## config.mk

```make
export PLATFORM = sky130hd
export DESIGN_NAME = parity_rx_shifter
export DESIGN_NICKNAME = d
export VERILOG_FILES = /design/src/rtl/even_parity_checker_shifter.sv
export SDC_FILE = /design/constraint.sdc
export NUM_CORES = 1
export LEC_CHECK = 0
export CORE_AREA = 2 2 39 41
export CTS_BUF_LIST = sky130_fd_sc_hd__clkbuf_16
export DETAILED_ROUTE_END_ITERATION = 10
export DIE_AREA = 0 0 41 43
export SLEW_MARGIN = 20
export SYNTH_ARGS = -nofsm -noshare
export SYNTH_HDL_FRONTEND = slang
export SYNTH_SLANG_ARGS = --single-unit
```

## constraint.sdc

```tcl
create_clock -name clk -period 1.8 [get_ports clk]
set_input_delay 0.54 -clock clk [delete_from_list [all_inputs] [get_ports clk]]
set_output_delay 0.54 -clock clk [all_outputs]
set_load 0.1 [all_outputs]
```

## src/rtl/even_parity_checker_shifter.sv

```systemverilog
// LSB-first deserializer for the data field of a parity frame.
module parity_rx_shifter #(
    parameter int DATA_W = 4
) (
    input  logic              clk,
    input  logic              rst,
    input  logic              clear,
    input  logic              shift_en,
    input  logic              bit_in,
    output logic [DATA_W-1:0] data,
    output logic              last
);

    localparam int IDX_W = (DATA_W > 1) ? $clog2(DATA_W) : 1;

    logic [IDX_W-1:0] idx;

    // Each accepted bit lands at the current index, so the word fills LSB first.
    always_ff @(posedge clk or posedge rst) begin
        if (rst) begin
            data <= '0;
            idx  <= '0;
        end else if (clear) begin
            data <= '0;
            idx  <= '0;
        end else if (shift_en) begin
            data[idx] <= bit_in;
            idx       <= idx + 1'b1;
        end
    end

    assign last = (idx == IDX_W'(DATA_W - 1));

endmodule

```

Yosys cells after proc, flatten, opt, wreduce, memory -nomap -nowiden
Cells that the tools add are included.
{"block": "op_classes", "add_sub_neg": 1, "n_lt_le_gt_ge": 2, "n_eq_ne": 1, "mux": 7, "reduce_logical": 2}
{"operator": "two-way mux 4 bit", "n": 2}
{"operator": "bitwise mux 4 bit", "n": 1}
{"operator": "two-way mux 2 bit", "n": 2}
{"operator": "< comparator 2 x 3 -> 1 bit, second input constant", "n": 1}
{"operator": "adder 2 x 1 -> 2 bit, second input constant", "n": 1}
{"operator": "demux 1 bit (select 2 bit)", "n": 1}
{"operator": "equality test 2 bit, second input constant", "n": 1}
{"operator": "greater-or-equal comparator 2 x 1 -> 1 bit, second input constant", "n": 1}
{"operator": "nonzero test 2 bit", "n": 1}
{"operator": "logical AND 1 bit", "n": 1}
{"operator": "two-way mux 1 bit", "n": 1}
{"block": "word_totals", "reg_bits": 6, "inputBits": 5, "out_inout_bits": 5, "wordCells": 15}

Logic depth before layout (Yosys ltp)
Gate-level depths: netlist of the first run.
{"block": "logic_depth", "word_depth": 7, "depth_mapped": 4, "ltp_nobuf": 4}

Worst setup path before layout of the first run
No wires, ideal clock.
{"block": "synth_timing", "path_kind": "register to output", "startpoint": "register idx[0]", "endpoint": "output last", "arrival_ps": 1210, "required_ps": 1260, "path_slack_ps": 50, "path_stages_with_launch": 2, "n_path_buf": 0, "path_cell_list": "dfrtp_1 > ha_1"}
{"block": "synth_via", "elab_chain_cells": 1}
{"item": "start: declaration", "line": "16", "source": "logic [IDX_W-1:0] idx;"}
{"item": "start signal: assignment", "line": "28", "source": "idx <= idx + 1'b1;"}
{"item": "equality test 2 bit", "line": "32", "source": "assign last = (idx == IDX_W'(DATA_W - 1));"}
{"item": "end: declaration", "line": "11", "source": "output logic last"}
No other way between the ends.

Final worst setup path of the first run
Ends and elaborated chain as after synthesis.

==> metrics.yaml, run 1 <==
synth:
  yosys.area.top_type: "dfrtp_1"
  yosysSeqAreaShare_pct: 45.63
  ys_types: 10
  synth_area_per_cell_sq_um: 10.97
  yosys_warnings: 0
  synth_area_leaders: "dfrtp_1 (46%), ha_1 (15%), a21bo_1 (12%), a21oi_1 (6.1%), nand3_1 (6.1%)"
  synth_top_area_share_pct: 45.63
  synthCells: 30
  synth-seq-cells: 6
  syn_area_sq_um: 329.1
  synth_nets: 39
worst_setup_path:
  crit_chain: "ha_1 > buf_12"
  path_delay_family: "flip-flops"
  critPathMaxStageDelay_ps: 410
  critPathKind: "flop to output pin"
  cp_slowest_cell: "dfrtp_1"
  critPathBufInv: 1
  crit_path_max_fanout: 4
  critPathLaunchType: "flop"
  rr_startpoint: "idx[0]"
  critPathLaunch: "idx[0]"
  reg2reg_depth: 3
  end_kind: "output pin"
  required_ps: 1260
  cp.depth: 2
  cp.arrival_ps: 1110
clock_tree:
  clk_pin_slew_ps: 40
  clock-sinks: 6
  clk-insertion-delay-late_ps: 230
  cts_tree: "built"
  h-tree-depth: 1
  postCtsSetupBuffers: 0
  hold_buffers: 0
  cts_buffers: 3
  cts_resized: 0
  root_buffer: "clkbuf_16"
  max-clock-path-buffers: 2
detailed_routing:
  vias: 242
  first_pass_iters: 1
  drc: 0
  vias_per_cell: 4.246
  dr.first_iter.drc_count: 0
  wire_per_inst_um: 11.23
  drt-total-wl_um: 640
  antenna_left: 0
timing:
  tightest_slew_ps: 370.4
  hold_violations: 0
  finalSetupViolCount: 0
  hold-worst-slack_ps: 531.1
  grt_setup_unrepaired: "false"
  period_share_pct: 91.43
  finClkSkew_ps: 4.167
  fmax_mhz: 607.6
  slew_headroom_pct: 75.23
  timing.final.crit_period_ps: 1646
  worst_slack_ps: 154.3
  finalSetupTns_ps: 0
  drv_slew: 0
final_layout:
  final_common_cell: "dfrtp_1"
  diodes: 0
  layout-drive-gt1-share_pct: 19.51
  final_cell_mix: "dfrtp_1 (6), buf_12 (5)"
  area_growth_pct: 68.06
  final_cell_area_sq_um: 553.0
  fillers: 141
  finalNetCount: 52
floorplanning:
  start_util_pct: 23.78
  fp.dieW_um: 41
  core-area_sq_um: 1384
  die_y_um: 43
  die_area_sq_um: 1763
  num_io_pins: 10
  rows: 14
placement:
  port_buffers: 9
  place_area_sq_um: 478.0
  place.gp.congestion: 0.6676
  place_ws_ps: 160.9
  place_hpwl_um: 487.8
grt:
  antenna_found_initial: 0
  grt_max_degree: 11
  grt_pass1_wl_um: 1014
  first_global_vias: 241
  grt_remaining_overflow: 0
  grt_usage_pct: 9.274
pwr:
  p_total_mw: 0.6023
  ir_drop_mv: 0.4971
  pwr_density_cell_nw_per_um2: 1089
  p_leak_nw: 0.2504
outcome:
  status: "completed"
run:
  maxCapViolCount: 0
worst_hold_path:
  holdCritPathClass: "input port to asynchronous set/reset pin"
[Yosys cell counts (all sizes together)]
cell,n
a21oi,4
a21bo,4
xnor2,1
ha,4
nor2,2
buf,1
dfrtp,6
inv,3
mux2i,1
nand3,4
[routing by layer]
metal	global-route usage, %	share of wire (%)
met3	7.853	8.8
met5	0	0
met1	10.42	38
met2	13.13	53
met4	2.000	0
[worst reg2reg max path, cell delays in order, from the launching register on]
cell and delay [ps]:
dfrtp_1 410, ha_1 280, a21bo_1 210, a21oi_1 140
[path summary, 6_finish.rpt]
path	endpoint	slack [ps]
max in group asynchronous	data[3]	1070
min	data[0]	530
max	last	150
max reg2reg	data[3]	680
min in group clk	idx[1]	610
min reg2reg	idx[1]	610
[per-stage QoR]
stage / cells / util (%)
global route: 57 / 39.96
finish: 57 / 39.96
floorplan: 30 / -
global placement: 54 / 34.54
detailed placement: 54 / 34.54
CTS: 57 / 39.96
[flip-flops by register name, indices dropped and copies added, names as in the netlist]
signal  count
idx         2
data        4
[power by group]
part,switching [mW],internal (mW),leakage (nW)
Sequential,0.00886,0.143,0.0816
Clock,0.0724,0.285,0.0370
Combinational,0.0551,0.0378,0.132
Total,0.136,0.466,0.250
[final cells by class]
type | count | area (sq um) | share of cell area [%]
Inverter | 3 | 11.26 | 2.036
Tap cell | 16 | 20.02 | 3.620
Multi-Input combinational cell | 20 | 156.4 | 28.28
Timing Repair Buffer | 9 | 140.1 | 25.34
Clock buffer | 3 | 75.07 | 13.57
Sequential cell | 6 | 150.1 | 27.15
[cells by family (layout without fill, tap and decap cells)]
kind of cell,after synthesis,in the layout,share of synthesized area (%)
flip-flops,6,6,45.63
XOR/XNOR,1,1,2.662
adder cells (fa/ha/maj),4,4,15.21
multiplexers,1,1,3.042
AND/OR/NAND/NOR,6,6,8.366
AO/OA/AOI/OAI,8,8,18.25
buffers and inverters,4,15,6.844
No activity file was read; power rests on OpenSTA's default activity.
==> inputs of run 2 (changes only) <==
--- a/config.mk
+++ b/config.mk
@@ -9,6 +9,7 @@
 export CTS_BUF_LIST = sky130_fd_sc_hd__clkbuf_16
 export DETAILED_ROUTE_END_ITERATION = 10
 export DIE_AREA = 0 0 41 43
+export SETUP_SLACK_MARGIN = 0.1
 export SLEW_MARGIN = 20
 export SYNTH_ARGS = -nofsm -noshare
 export SYNTH_HDL_FRONTEND = slang
==> constraint.sdc (replaced) <==
create_clock -name clk -period 1.5 [get_ports clk]
set_input_delay 0.45 -clock clk [delete_from_list [all_inputs] [get_ports clk]]
set_output_delay 0.45 -clock clk [all_outputs]
set_load 0.1 [all_outputs]
==> run 2 against run 1 <==
Critical path depth is the same. Clock power grew 20%. Power grew 22%. Global-route usage grew 1.2 points. Worst setup slack lost 72 ps. Die area is the same. Highest routed layer is now met4.
==> metrics.yaml, run 2 (same netlist as run 1, synthesis figures left out) <==
outcome:
  status: "completed"  # unchanged
placement:
  place_ws_ps: 45.51  # was 160.9 ps
  place_hpwl_um: 494.9  # was 487.8 um
  place_inst: 55  # was 54
  port_buffers: 9  # unchanged
  place.gp.congestion: 0.6236  # was 0.6676
floorplanning:
  num_io_pins: 10  # unchanged
  die_area_sq_um: 1763  # unchanged
  die_y_um: 43  # unchanged
  rows: 14  # unchanged
  core-area_sq_um: 1384  # unchanged
  fp.dieW_um: 41  # unchanged
  start_util_pct: 23.78  # unchanged
grt:
  antenna_found_initial: 0  # unchanged
  grt_remaining_overflow: 0  # unchanged
  grt_usage_pct: 10.49  # was 9.274%
  grt_max_degree: 11  # unchanged
  first_global_vias: 252  # was 241
  grt_pass1_wl_um: 1152  # was 1014 um
detailed_routing:
  dr.first_iter.drc_count: 5  # was 0
  drc: 0  # unchanged
  vias: 256  # was 242
  first_pass_iters: 3  # was 1
  drt-total-wl_um: 697  # was 640 um
  antenna_left: 0  # unchanged
  wire_per_inst_um: 11.43  # was 11.23 um
  vias_per_cell: 4.197  # was 4.246
worst_setup_path:
  required_ps: 1050  # was 1260 ps
  cp.arrival_ps: 970  # was 1110 ps
  rrSetupSlack_ps: 320  # was 680 ps
  critPathLaunchType: "flop"  # unchanged
  end_kind: "output pin"  # unchanged
  critPathKind: "flop to output pin"  # unchanged
  crit_path_max_fanout: 2  # was 4
  rr_startpoint: "idx[0]"  # unchanged
  critPathLaunch: "idx[1]"  # was idx[0]
final_layout:
  fillers: 131  # was 141
  layout-drive-gt1-share_pct: 28.89  # was 19.51%
  reg_top3: "data: 4 flops, idx: 2 flops"  # unchanged
  area_growth_pct: 80.99  # was 68.06%
  top_register: "data"  # unchanged
  finalNetCount: 56  # was 52
  diodes: 0  # unchanged
  final_common_cell: "dfrtp_1"  # unchanged
  stdcell_count: 61  # was 57
  final_cell_mix: "dfrtp_1 (6), buf_12 (5)"  # unchanged
  largest_reg_flops: 4  # unchanged
timing:
  finalSetupViolCount: 0  # unchanged
  period_share_pct: 94.52
  timing.final.crit_period_ps: 1418
  drv_slew: 0  # unchanged
  hold_violations: 0  # unchanged
  tightest_slew_ps: 243.3  # was 370.4 ps
  slew_headroom_pct: 83.76  # was 75.23%
  finalSetupTns_ps: 0  # unchanged
  worst_slack_ps: 82.24  # was 154.3 ps
  finClkSkew_ps: 0.3041  # was 4.167 ps
  grt_setup_unrepaired: "true"  # was false
  fmax_mhz: 705.3
run:
  maxCapViolCount: 0  # unchanged
pwr:
  pwr_density_cell_nw_per_um2: 1236  # was 1089 nW/um^2
  ir_drop_mv: 0.6784  # was 0.4971 mV
  p_total_mw: 0.7359  # was 0.6023 mW
  p_leak_nw: 0.2694  # was 0.2504 nW
clock_tree:
  cts_buffers: 3  # unchanged
  h-tree-depth: 1  # unchanged
  max-clock-path-buffers: 2  # unchanged
  clk_pin_slew_ps: 30  # was 40 ps
  hold_buffers: 0  # unchanged
  root_buffer: "clkbuf_16"  # unchanged
  cts_tree: "built"  # unchanged
  clock-sinks: 6  # unchanged
  clk-insertion-delay-late_ps: 230  # about the same
worst_hold_path:
  holdCritPathClass: "input port to asynchronous set/reset pin"  # unchanged
run 2: worst paths after layout:
kind / to / cells past startpoint
setup / recovery: last / 2
hold / removal: data[0] / 2
setup reg to reg: data[2] / 5
hold reg to reg: data[0] / 2
max in group asynchronous: data[1] / 2
min in group clk: data[0] / 2
run 2: timing repair:
action,4_1_cts,5_1_grt
endpoints found under the setup margin,1,1
buffers inserted,3,0
gates resized for setup,1,0
pin swaps,1,1
gates cloned,0,0
run 2: final cells by class:
| cell class | count | area, sq um | share of cell area (%) |
|---|---|---|---|
| Multi-Input combinational cell | 20 | 168.9 | 28.36 |
| Sequential cell | 6 | 150.1 | 25.21 |
| Tap cell | 16 | 20.02 | 3.361 |
| Timing Repair Buffer | 13 | 170.2 | 28.57 |
| Inverter | 3 | 11.26 | 1.891 |
| Clock buffer | 3 | 75.07 | 12.61 |
run 2: critical path: stages, from the launching register on:
cell     delay, ps
dfrtp_1        400
ha_4           180
buf_12         160
run 2: per-layer routing:
| layer | GRT usage [%] | wire, um |
|---|---|---|
| met5 | 0 | 0 |
| met4 | 6.000 | 15 |
| met3 | 6.283 | 43 |
| met2 | 13.44 | 347 |
| met1 | 13.07 | 290 |
run 2: through the flow:
stage                     hold WS (ps)  utilization, %  cell area (sq um)
after CTS                        454.2           43.04              595.6
after detailed placement         587.3           35.26              488.0
after global placement           581.5           35.26              488.0
final                            443.8           43.04              595.6
after floorplan                  241.0               -              331.6
after global routing             488.8           43.04              595.6
run 2: power breakdown:
group / internal, mW / total (mW) / switching [mW]
Combinational: 0.0551 / 0.127 / 0.0719
Sequential: 0.172 / 0.181 / 0.00917
Clock: 0.342 / 0.428 / 0.0861
Total: 0.569 / 0.736 / 0.167
